`src/rtl/aes_req_arbiter.sv`:
```
// Two-requester round-robin front end for a shared AES encryption core.
// Launches one block at a time, waits for completion or timeout, and returns the result to its owner.
//
// state  | meaning
// IDLE   | arbitrate between requesters; winner sees ready
// LAUNCH | one-cycle core_start pulse; wait counter cleared
// WAIT   | wait for core_done, abort after TIMEOUT cycles
// RESP   | hold response until rsp_ready
module aes_req_arbiter #(
    parameter int TIMEOUT = 64
) (
    input  logic         clk,
    input  logic         rst1,
    input  logic         req0_valid,
    input  logic [127:0] req0_data,
    output logic         req0_ready,
    input  logic         req1_valid,
    input  logic [127:0] req1_data,
    output logic         req1_ready,
    output logic         core_start,
    output logic [127:0] core_din,
    input  logic         core_done,
    input  logic [127:0] core_dout,
    output logic         rsp_valid,
    input  logic         rsp_ready,
    output logic         rsp_id,
    output logic [127:0] rsp_data,
    output logic         rsp_err,
    output logic [15:0]  ops_done
);

    localparam logic [1:0] IDLE   = 2'd0;
    localparam logic [1:0] LAUNCH = 2'd1;
    localparam logic [1:0] WAIT   = 2'd2;
    localparam logic [1:0] RESP   = 2'd3;

    localparam int CW = (TIMEOUT > 1) ? $clog2(TIMEOUT) : 1;
    localparam logic [CW-1:0] WAIT_LAST = CW'(TIMEOUT - 1);

    logic [1:0]    state;
    logic          last_grant;
    logic [CW-1:0] wait_cnt;
    logic [127:0]  core_din_q;
    logic          rsp_id_q;
    logic [127:0]  rsp_data_q;
    logic          rsp_err_q;
    logic [15:0]   ops_cnt;

    logic grant0;
    logic grant1;
    logic in_idle;
    logic rsp_fire;

    // On a tie the requester not served last wins.
    assign grant0  = req0_valid && (!req1_valid || last_grant);
    assign grant1  = req1_valid && (!req0_valid || !last_grant);
    assign in_idle = (state == IDLE) && !rst1;

    assign req0_ready = in_idle && grant0;
    assign req1_ready = in_idle && grant1;
    assign core_start = (state == LAUNCH) && !rst1;
    assign rsp_valid  = (state == RESP) && !rst1;
    assign rsp_fire   = rsp_valid && rsp_ready;

    assign core_din = core_din_q;
    assign rsp_id   = rsp_id_q;
    assign rsp_data = rsp_data_q;
    assign rsp_err  = rsp_err_q;
    assign ops_done = ops_cnt;

    always_ff @(posedge clk) begin
        if (rst1) begin
            state      <= IDLE;
            last_grant <= 1'b1;
            wait_cnt   <= '0;
            core_din_q <= '0;
            rsp_id_q   <= 1'b0;
            rsp_data_q <= '0;
            rsp_err_q  <= 1'b0;
        end else begin
            case (state)
                IDLE: begin
                    if (grant0 || grant1) begin
                        core_din_q <= grant0 ? req0_data : req1_data;
                        rsp_id_q   <= grant1;
                        last_grant <= grant1;
                        state      <= LAUNCH;
                    end
                end
                LAUNCH: begin
                    wait_cnt <= '0;
                    state    <= WAIT;
                end
                WAIT: begin
                    // A completion on the final allowed cycle still counts as success.
                    if (core_done) begin
                        rsp_data_q <= core_dout;
                        rsp_err_q  <= 1'b0;
                        state      <= RESP;
                    end else if (wait_cnt == WAIT_LAST) begin
                        rsp_data_q <= '0;
                        rsp_err_q  <= 1'b1;
                        state      <= RESP;
                    end else begin
                        wait_cnt <= wait_cnt + CW'(1);
                    end
                end
                RESP: begin
                    if (rsp_ready) begin
                        state <= IDLE;
                    end
                end
                default: state <= IDLE;
            endcase
        end
    end

    always_ff @(posedge clk) begin
        if (rst1) begin
            ops_cnt <= '0;
        end else if (rsp_fire && !rsp_err_q) begin
            ops_cnt <= ops_cnt + 16'd1;
        end
    end

endmodule

```
`config.mk`:
```
export PLATFORM = sky130hd
export DESIGN_NAME = aes_req_arbiter
export DESIGN_NICKNAME = d
export VERILOG_FILES = /design/src/rtl/aes_req_arbiter.sv
export SDC_FILE = /design/constraint.sdc
export NUM_CORES = 1
export LEC_CHECK = 0
export ABC_AREA = 1
export CORE_AREA = 2 2 259 261
export DETAILED_ROUTE_END_ITERATION = 8
export DIE_AREA = 0 0 261 263
export PLACE_DENSITY = 0.5
export SETUP_SLACK_MARGIN = 0.05
export SYNTH_ARGS = -nofsm -noshare
export SYNTH_HDL_FRONTEND = slang
export SYNTH_SLANG_ARGS = --single-unit
```
`constraint.sdc`:
```
create_clock -name clk -period 3.7 [get_ports clk]
set_input_delay 1.11 -clock clk [delete_from_list [all_inputs] [get_ports clk]]
set_output_delay 1.11 -clock clk [all_outputs]
set_load 0.005 [all_outputs]
```
After elaboration in Yosys (flattened, before gate mapping)
Index checks and enable logic that the tools add are counted.
Widths: inputs -> output; s select.

word-level totals
  register bits = 283
  bits in latches = 0
  bits in writable memories = 0
  bits in read-only memories = 0
  output and inout port bits = 278
  word-level logic and storage cells = 56
  memories = 0

operators by class
  add/subtract/negate cells = 2
  $mul = 0
  div/mod/pow operators = 0
  order comparisons = 0
  equal/unequal tests = 9
  shift-type cells = 0
  muxes and demuxes = 13
  bitwise operators = 0
  reduce and logical (&&, ||, !) cells = 24

operators by type and width
  cell                   number
  $mux 128               3
  $add 16x1->16 const B  1
  $mux 6                 2
  $pmux 6 s2             1
  $logic_and 1x1->1      9
  $mux 2                 4
  $pmux 2 s4             1
  $add 6x1->6 const B    1
  $eq 6x6->1 const B     1
  $ne 2x2->1 const B     3
  $reduce_and 3->1       2
  $logic_not 1->1        5
  $eq 2x2->1 const B     2
  $reduce_and 2->1       2
  $reduce_bool 2->1      2
  $logic_or 1x1->1       3
  $ne 3x3->1 const B     1
  $eq 2x1->1 const B     1
  $logic_not 2->1        1
  $mux 1                 2
  $ne 2x1->1 const B     1

Longest topological paths before layout
Gate-level depths: netlist of run 1.

  word-level depth = 6
  mapped depth = 10

Worst setup path after synthesis of run 1
OpenSTA, ideal clock, no wires.

  path kind = input to output
  start = in rst1
  end = out req0_ready
  arrival = 1.650 ns
  setup slack = 0.940 ns
  stages on the path = 3
  buffers on the path = 2
  path through = buf_2 -> clkbuf_1 -> nor3_1

on the way
  cells in the longest elaborated chain, start to end = 3

RTL lines
  item               RTL line  text
  start, declared    13        input logic rst1,
  $logic_not 1->1    57        assign in_idle = (state == IDLE) && !rst1;
  $logic_and 1x1->1  57
  $logic_and 1x1->1  59        assign req0_ready = in_idle && grant0;
  end, declared      16        output logic req0_ready,

Every way passes these cells.

Worst setup path after layout of run 1
  start = in req0_valid
  end = out req1_ready

on the way
  cells in the longest elaborated chain, start to end = 4

RTL lines
  item               RTL line  text
  start, declared    14        input logic req0_valid,
  $logic_not 1->1    56        assign grant1 = req1_valid && (!req0_valid || !last_grant);
  $logic_or 1x1->1   56
  $logic_and 1x1->1  56
  $logic_and 1x1->1  60        assign req1_ready = in_idle && grant1;
  end, declared      19        output logic req1_ready,

Every way passes these cells.

==> results of run 1 <==
area by class of cell:
class,instances,area (sq um)
repair buffers,693,7032
well taps,864,1081
flip-flops and latches,283,5665
clock inverters,14,87.58
diodes,4,10.01
multi-input cells,1308,5603
fillers,6974,44980
inverters,30,118.9
clock buffers,50,1055
Yosys cell counts:
master	number
nand2_1	564
nor2_1	293
dfxtp_1	283
a21oi_1	147
nand3_1	141
o21ai_0	103
buf_2	68
clkbuf_1	43
o21ai_1	36
inv_1	27
buf_1	14
buf_4	6
ha_1	6
nand4_1	4
nor3_1	4
inv_2	3
xor2_1	3
nor3b_1	2
a211oi_1	1
nand3_2	1
o211ai_2	1
o21ai_4	1
or2_2	1
layer usage:
metal  GRT usage (%)  routed length, um  up-vias  part of all wire (%)
met3           4.679               4854       69                   9.7
li1                -                  -     6813                     -
met4           5.037               1439        2                   2.9
met5               0                 13        -                 0.026
met2           23.92              23990      529                    48
met1           15.79              19850     6120                    40
where the power goes:
| group | switching (W) | leakage, nW | internal [W] |
|---|---|---|---|
| combinational | 0.00219 | 5.16 | 0.00223 |
| sequential | 0.000383 | 2.32 | 0.00375 |
| clock | 0.00140 | 0.560 | 0.00200 |
registers in the layout, summed over array words and instances (netlist names):
signal,flops
core_din,128
rsp_data,128
ops_done,16
wait_cnt,6
state,2
last_grant,1
rsp_err,1
rsp_id,1
logic make-up (layout without fill, tap and decap cells):
group           after synthesis  after routing  synth area share, %
flops                       283            283                47.43
xor+xnor                      3              3               0.2200
fa+ha+maj                     6              6               0.6285
other cells                   0              4                    0
buf+inv                     161            787                5.960
compound gates              289            289                12.29
simple gates               1010           1010                33.48
path summary, 6_finish.rpt:
kind / endpoint / slack, ps
max: req1_ready / 110
min: rsp_id$_SDFFE_PP0P_ / 470
max reg2reg: rsp_data[87]$_SDFFE_PP0P_ / 1320
min reg2reg: rsp_id$_SDFFE_PP0P_ / 470
metrics by stage:
stage	instances	total power, W	hold WS [ps]
2_1_floorplan	1752	0.006061	437.1
3_3_place_gp	3178	0.008624	453.7
3_5_place_dp	3178	0.008670	463.8
4_1_cts	3242	0.01219	470.4
5_1_grt	3245	0.01279	497.5
6_report	3246	0.01194	466.4
worst register-to-register path: stages (launching register included):
cell and delay (ps):
dfxtp_1 370, ha_1 180, nand2_1 90, nor2_1 290
nand3_4 600, buf_12 470, nand3_1 170, a21oi_1 80
==> results.tsv, run 1 <==
stage	metric	value	unit
outcome	status	complete, no violations	
grt	Overflow after GRT	0	
drt	Vias per Instance	4.169	
sta	final hold vios	0	
sta	crit share post-route	96.90	%
drt	Post-DRT Antenna Nets	0	
sta	actual slew at the worst max-slew pin	894.2	ps
clock_network	# hold bufs at CTS	0	
logic_synthesis	Unique masters post-synth	23	
worst_setup_path	FF-to-FF Start	wait_cnt[0]$_SDFFE_PP0P_	
logic_synthesis	dominant cells by area after synthesis	dfxtp_1, nand2_1, nor2_1	
drt	initial DRC count	645	
run	max cap viols	0	
layout	most frequent cells in the layout	clkdlybuf4s50_1, nand2_1, nor2_1, dfxtp_1, a21oi_1	
sta	RSZ-0062 raised after global routing	false	
logic_synthesis	Mapped Area	0.01195	sq mm
logic_synthesis	Synth top area share	47.43	%
sta	Min Clock Period, post-route	3585	ps
worst_setup_path	Worst path slowest cell	clkdlybuf4s50_1	
die	die area	0.06864	sq mm
layout	fin area	0.02065	sq mm
clock_network	Post-CTS Resized	0	
hold_path	hold_sp	rsp_id$_SDFFE_PP0P_	
layout	fin nets	2748	
clock_network	Post-CTS Setup Bufs	0	
pwr	Power Density	578.2	mW/mm^2
sta	final setup violation count	0	
placement	number of port buffers	667	
logic_synthesis	syn_nets	2148	
worst_setup_path	Largest stage delay, worst path	530	ps
sta	worst setup margin	114.5	ps
hold_path	hold path depth	2	
sta	Max Clk Rate	278.9	MHz
logic_synthesis	register bit total from synthesis	283	
drt	vias post-DR	13530	
clock_network	CTS HTree Levels	2	
pwr	maximum vdd drop	0.4395	mV
worst_setup_path	CP Max Fanout	3	
sta	final setup skew	18.90	ps
sta	max-slew violations	0	
worst_setup_path	CP endpoint kind	output port	
placement	dpl ws	121.8	ps
clock_network	Clk Latency, worst-skew pair	540	ps
pwr	Leak Pwr	8.039	nW
die	starting density of the core	18.20	%
logic_synthesis	Mean Syn Cell Area	6.818	sq um
worst_setup_path	chain of cells forming the critical path	clkdlybuf4s50_1 -> nand2_1 -> nand2_1 -> nor3_1 -> clkdlybuf4s50_1	
worst_setup_path	Req. time, crit path	2590	ps
placement	Final HPWL DP	36490	um
placement	GPL Wtd Cong	0.8470	
worst_setup_path	worst r2r path cells	7	
die	FP Rows	94	
grt	GRT Util Overall	13.87	%
placement	dpl cell area	0.01950	sq mm
layout	most common cell after layout, fill and taps aside	clkdlybuf4s50_1	
grt	initial antenna violation count	4	
grt	first-pass GRT wire length	75820	um
logic_synthesis	Syn. warnings	0	
worst_setup_path	critical path startpoint category	primary input	
clock_network	CTS tree	yes	
logic_synthesis	register area share after synthesis	47.43	%
drt	drt first pass iters	5	
die	Die H	263	um
layout	P&R area growth vs syn	72.89	%
worst_setup_path	Worst path depth	5	
worst_setup_path	worst path bufs/invs	2	
die	core area	0.06563	sq mm
clock_network	CTS Buffer Depth	3	
drt	final wirelength	50140	um
layout	share of cells above drive strength 1	4.121	%
grt	vias in the first global route	13380	
hold_path	worst hold path type	reg2reg	
clock_network	clk slew on worst S/H paths	60	ps
clock_network	CTS Sinks	283	
layout	final core occ	31.47	%
die	die width	261	um
grt	largest net degree at the start of global routing	146	
sta	worst rel slew slack	40.39	%
sta	TNS Setup	0	ps
clock_network	CTS Root Cell	clkbuf_16	
worst_setup_path	Crit. Startpoint	req0_valid	
worst_setup_path	family with the most delay on the worst path	buffers and inverters	
drt	Post-route DRC	0	
logic_synthesis	Synth Instances	1752	
worst_setup_path	Worst Path Arrival	2480	ps
logic_synthesis	Synth area leader	dfxtp_1	
worst_setup_path	Setup CP Type	in2out	
drt	wire length per cell	15.45	um
clock_network	total CTS buffers	36	
die	num ports	668	
Note: power is estimated with default switching activity, not from simulation.
==> inputs of run 2 (changes only) <==
--- a/config.mk
+++ b/config.mk
@@ -6,6 +6,7 @@
 export NUM_CORES = 1
 export LEC_CHECK = 0
 export ABC_AREA = 1
+export CAP_MARGIN = 10
 export CORE_AREA = 2 2 259 261
 export DETAILED_ROUTE_END_ITERATION = 8
 export DIE_AREA = 0 0 261 263
==> results of run 2 <==
Final layout, timing and power as in run 1 (identical DEF).
==> edit: new RTL, settings of run 1 <==
The parameter `TIMEOUT` goes from 64 to 32.
--- a/src/rtl/aes_req_arbiter.sv
+++ b/src/rtl/aes_req_arbiter.sv
@@ -7,7 +7,7 @@
 // WAIT   | wait for core_done, abort after TIMEOUT cycles
 // RESP   | hold response until rsp_ready
 module aes_req_arbiter #(
-    parameter int TIMEOUT = 64
+    parameter int TIMEOUT = 32
 ) (
     input  logic         clk,
     input  logic         rst1,
Check against the original RTL: no difference found for any inputs over 4 cycles, from zero or initial values and one cycle with rst1 high; that may be too few to reach the edited logic, so the function may still have changed.
==> edit against run 1 <==
- synthesized cell count decreased by 0.97%
- setup slack worse by 0.0061 ns
- register-to-register slack better by 0.28 ns
- clock skew is 0.00065 ns higher
- synthesized area down 0.25%
- total power increased by 0.91%
- sequential share of layout area about the same
- wire length is 3.9% higher
- design area down 0.45%
- sequential cell count down 1
- largest cell class unchanged
- largest power group unchanged
==> edit: results (changes against run 1) <==
[status]
outcome=complete, no violations

[global_route]
grt_use_met2_pct=25.0  ; +1.1 points
met3_usage_pct=4.09  ; -0.59 points
grt_usage_pct=14.4  ; +0.55 points
grt_pass1_wl_um=77500  ; +2.2%
antenna_found_initial=3  ; -1
grtUsageMet1_pct=16.6  ; +0.84 points
grt_pass1_vias=13201  ; -1.4%
grt_max_degree=130  ; -11%

[synth]
yosysUniqueCellTypes=28  ; +22%
async_flop_share_pct=0  ; unchanged
synthTopCellsByCount=563 x nand2_1, 282 x dfxtp_1, 282 x nor2_1, 143 x a21oi_1, 141 x nand3_1
netlist_top_cells_area=dfxtp_1 47%, nand2_1 18%, nor2_1 8.9%
synth_area_per_cell_um2=6.87  ; +0.73%
synth_nets=2132  ; -0.74%
seq_area_frac_synth_pct=47.4  ; -0.048 points

[critical_path]
worst-r2r-cell-count=8  ; +1
rr_endpoint=rsp_data[39]
rrSetupSlack_ns=1.60  ; +0.28 ns
endpoint=req1_ready

[place]
place_congestion=0.890  ; +5.1%
post_dp_cell_area_um2=19400  ; -0.53%
dp_slack_ns=0.102  ; -0.0194 ns
hpwl_um=38500  ; +5.6%

[power_and_ir_drop]
pwr-share-comb_pct=37.1  ; about the same
p_leak_nw=8.06  ; +0.26%
power_mw=12.0  ; +0.91%
pg_clk_mw=3.43  ; +1%
ir_drop_mv=0.291  ; -34%
swShare_pct=33.2  ; -0.038 points

[clock_tree]
cts_made_buffers=37  ; +2.8%

[sta]
skew_ns=0.0195  ; +0.000647 ns
worst_hold_slack_ns=0.465  ; -0.00115 ns

[route]
m1WireLength_um=21000  ; +5.6%
wl_met2_um=25100  ; +4.6%
route.met3.wl_um=4310  ; -11%
via_per_inst=4.15  ; -0.50%
wirelength_um=52100  ; +3.9%

[cells_and_area]
layout.nets=2734  ; -0.51%
fin_cells=3228  ; -0.55%

[worst_hold_path]
hold_start=rsp_id

==> edit: cell count changes after synthesis, sizes merged, moves of 2 or more <==
cell / change
buf: -14
clkbuf: +12
nor2: -9
a21oi: -4
o21ai: -4
nor3: +3
nand4: -2
xor2: -2
==> edit: cells by family after synthesis <==
family / synth area share [%]
DFF: 47.4
xor gates and xnor gates: 0.0735
and+or+nand+nor: 33.4
AOI/OAI and AO/OA: 12.0
adders and majority gates: 0.735
buffers and inverters: 6.41
==> edit: area by class of cell <==
class / instances / area [um2]
diodes: 3 / 7.51
clock buffers: 55 / 1100
clock inverters: 8 / 47.5
fillers: 6982 / 45100
inverters: 32 / 126
multi-input cells: 1292 / 5550
flip-flops and latches: 282 / 5650
well taps: 864 / 1080
repair buffers: 692 / 7000
==> edit: repair_timing <==
action | CTS | global route
setup buffers | 0 | 0
resized for setup | 0 | 2
endpoints found under the setup margin | 0 | 2
